File: config.mk
export PLATFORM = sky130hd
export DESIGN_NAME = product_bcd_conv
export DESIGN_NICKNAME = d
export VERILOG_FILES = /design/src/rtl/product_bcd_conv.sv
export SDC_FILE = /design/constraint.sdc
export NUM_CORES = 1
export LEC_CHECK = 0
export ABC_AREA = 1
export ABC_CLOCK_PERIOD_IN_PS = 2200
export CAP_MARGIN = 0
export CORE_UTILIZATION = 61
export CTS_BUF_LIST = sky130_fd_sc_hd__clkbuf_8
export DETAILED_ROUTE_END_ITERATION = 10
export PLACE_DENSITY = 0.87
export SLEW_MARGIN = 20
export SYNTH_ARGS = -nofsm -noshare
export SYNTH_HDL_FRONTEND = slang
export SYNTH_SLANG_ARGS = --single-unit
File: constraint.sdc
create_clock -name clk -period 2.2 [get_ports clk]
set_input_delay 0.33 -clock clk [delete_from_list [all_inputs] [get_ports clk]]
set_output_delay 0.33 -clock clk [all_outputs]
set_load 0.1 [all_outputs]
File: src/rtl/product_bcd_conv.sv
// product_bcd_conv: iterative binary-to-BCD converter (shift-add-3).
// Takes one IN_W-bit value per valid_in pulse and performs one shift per
// clock. The result appears on bcd_out together with a one-cycle done pulse.
module product_bcd_conv #(
  parameter int IN_W   = 8,
  parameter int DIGITS = 3
) (
  input  logic                  clk,
  input  logic                  rst,
  input  logic                  valid_in,
  input  logic [IN_W-1:0]       bin_in,
  output logic [4*DIGITS-1:0]   bcd_out,
  output logic                  busy,
  output logic                  done
);

  localparam int BCD_W = 4 * DIGITS;
  localparam int CNT_W = $clog2(IN_W + 1);

  localparam logic [1:0] S_IDLE  = 2'd0;
  localparam logic [1:0] S_SHIFT = 2'd1;
  localparam logic [1:0] S_DONE  = 2'd2;

  // Correct each nibble that is >= 5 by adding 3, then shift the scratch
  // left by one, taking in the next binary MSB. Each nibble add wraps
  // within 4 bits. When DIGITS is too small for IN_W, the top digit's
  // overflow is dropped silently.
  function automatic logic [BCD_W-1:0] add3_shift(input logic [BCD_W-1:0] scr,
                                                  input logic             msb);
    logic [BCD_W-1:0] adj;
    logic [3:0]       nib;
    adj = scr;
    for (int d = 0; d < DIGITS; d++) begin
      nib = scr[4*d +: 4];
      adj[4*d +: 4] = (nib >= 4'd5) ? (nib + 4'd3) : nib;
    end
    return (adj << 1) | BCD_W'(msb);
  endfunction

  logic [1:0]       r_state;
  logic [CNT_W-1:0] r_cnt;
  logic [IN_W-1:0]  r_bin;
  logic [BCD_W-1:0] r_scr;

  logic [BCD_W-1:0] w_scr_nxt;
  logic [IN_W-1:0]  w_bin_nxt;
  logic             w_last;

  assign w_scr_nxt = add3_shift(r_scr, r_bin[IN_W-1]);
  assign w_bin_nxt = {r_bin[IN_W-2:0], 1'b0};
  assign w_last    = (r_cnt == CNT_W'(IN_W - 1));

  // Control FSM and datapath. A new request is accepted only in IDLE or
  // DONE, so valid_in is ignored while a conversion is running.
  always_ff @(posedge clk or posedge rst) begin
    if (rst) begin
      r_state <= S_IDLE;
      r_cnt   <= '0;
      r_bin   <= '0;
      r_scr   <= '0;
      bcd_out <= '0;
      busy    <= 1'b0;
      done    <= 1'b0;
    end else begin
      done <= 1'b0;
      case (r_state)
        S_IDLE, S_DONE: begin
          if (valid_in) begin
            r_bin   <= bin_in;
            r_scr   <= '0;
            r_cnt   <= '0;
            busy    <= 1'b1;
            r_state <= S_SHIFT;
          end else begin
            busy    <= 1'b0;
            r_state <= S_IDLE;
          end
        end
        S_SHIFT: begin
          r_scr <= w_scr_nxt;
          r_bin <= w_bin_nxt;
          r_cnt <= r_cnt + 1'b1;
          if (w_last) begin
            // The final shifted scratch goes straight to the output on this edge.
            bcd_out <= w_scr_nxt;
            done    <= 1'b1;
            busy    <= 1'b0;
            r_state <= S_DONE;
          end
        end
        default: begin
          busy    <= 1'b0;
          r_state <= S_IDLE;
        end
      endcase
    end
  end

endmodule

==> results_dict.tcl <==
set metrics [dict create \
    ys_types 22 \
    clock_latency_ps 290 \
    min_period_over_period_pct 68.7 \
    hold_violations 0 \
    postCtsSetupBuffers 0 \
    grt_max_degree 41 \
    drv_slew 0 \
    post_drt_wl_per_cell_um 13.1 \
    cts_tree "done" \
    setup-tns-final_ps 0 \
    cts.repair.resized 0 \
    cts.sinks 40 \
    regToRegEndpoint "bcd_out[0]" \
    vias 1577 \
    synth_seq_area_share_pct 52.4 \
    fillers 217 \
    overflow 0 \
    port_buffers 24 \
    yosysWarnings 0 \
    skew_ps 6.87 \
    violations "DRC" \
    drc 1 \
    ant_nets 0 \
    numCtsBuffers 5 \
    place_congestion 0.813 \
    place_hpwl_um 2600 \
    setup_violations 0 \
    cp.required_ps 2380 \
    synthCells 225 \
    via_per_inst 5.53 \
    final_cell_mix "nand2_1, dfrtp_1, nand3_1" \
    grt_pass1_vias 1508 \
    coreArea_um2 2850 \
    max_freq_mhz 662 \
    drive_above_1_share_pct 13.0 \
    num_rows 19 \
    htreeDepth 2 \
    holdBufCountCts 0 \
    final_common_cell "nand2_1" \
    fin_crit_ps 1510 \
    synth_nets 243 \
    cp-start-kind "flip-flop" \
    antenna_found_initial 0 \
    multi_input_area_um2 785 \
    r2r_slack_ps 690 \
    hold_class "input port to async pin" \
    dr.pass1.iters 9 \
    nets 271 \
    grt_usage_pct 25.6 \
    die_h_um 58.0 \
    cp.arrival_ps 1690 \
    synth_seq_cells 40 \
    r2r_cells 6 \
    worst_slew_pin_slew_ps 486 \
    wirelength_um 3730 \
    area_growth_pct 17.4 \
    rr_startpoint "r_cnt[0]" \
    cap_violations 0 \
    clk_path_buf_depth 2 \
    fp.dieArea_um2 3360 \
    maxSlewHeadroom_pct 67.6 \
    status "finished with violations" \
    num_io_pins 25 \
    avgSynthCellArea_um2 8.50 \
    endpoint_kind "flip-flop" \
    clkTransAtPathRegs_ps 70 \
    die_x_um 58.0 \
    grt_pass1_wl_um 6480 \
    cts-root-buf "clkbuf_8" \
    rsz0062_at_grt "false" \
    critPathKind "flip-flop to flip-flop" \
    register_area_um2 1000 \
    num_antenna_cells 0 \
    path_max_fanout 15 \
    drt_iter0_drc 61 \
    initial_core_util_pct 67.0 \
    netlist_area_um2 1910 \
]
==> worst max-delay path by stage <==
stage / startpoint / end / slack [ps]
floorplan: rst / bcd_out[0] / 950
global placement: valid_in / busy / 730
detailed placement: valid_in / r_bin[6] / 700
CTS: r_cnt[0] / bcd_out[0] / 690
global route: r_cnt[0] / bcd_out[3] / 550
finish: r_cnt[0] / bcd_out[0] / 690
==> logic make-up after synthesis <==
family	count (synthesis)	synth area share, %
AND/OR/NAND/NOR	135	31.1
AO/OA/AOI/OAI	18	5.37
buffers and inverters	25	6.61
flip-flops	40	52.4
adder cells (fa/ha/maj)	7	4.58
==> cell usage after synthesis, drive strengths merged <==
master   n  share of area, %
nor3     1              0.26
o22ai    3              0.98
dfrtp   40                52
clkinv   1              0.20
nor2     7               1.8
o21a     1              0.39
buf      4               2.4
nand4    6               2.0
o211ai   1              0.39
ha       7               4.6
o21ai   10               2.8
nand3   29               7.9
a21oi    3              0.79
inv     20               4.1
nand2   92                19
==> flip-flops by register name (all words and copies together), names as in the netlist <==
signal,count
r_bin,8
done,1
r_state,2
bcd_out,12
r_cnt,4
r_scr,12
busy,1
==> metal layers <==
metal / track usage, % / vias up / routed length (um)
met3: 5.80 / 11 / 159
met4: 12.6 / 0 / 87
met2: 41.7 / 50 / 1850
met1: 32.5 / 736 / 1640
li1: - / 780 / -
met5: 0 / - / 0
==> worst max-delay path, cell delays in order, from the launching register on <==
cell and delay (ps):
dfrtp_1 400, ha_1 230, nand3_2 140, nor2_4 270
inv_2 190, nand2_1 110, o21ai_2 50
==> per-stage QoR <==
stage	hold slack [ps]	worst slack [ps]	std cells	area, um2	utilization [%]
5_1_grt	497	547	285	2240	78.7
4_1_cts	464	695	285	2240	78.7
3_3_place_gp	456	728	277	2120	74.3
3_5_place_dp	466	696	277	2120	74.3
2_1_floorplan	442	952	225	1910	-
6_report	439	690	285	2240	78.7
==> final cells by class <==
class                      instances  share of cell area (%)
clock buffer                       7                    4.29
clock inverter                     1                    1.34
inverter                          21                    3.62
multi-input combinational        160                    34.9
sequential                        40                    44.6
tap                               31                    1.73
timing repair buffer              25                    9.48
Power is not shown: default switching activity piles up to over one toggle a cycle in this logic, so the estimate is an artifact.
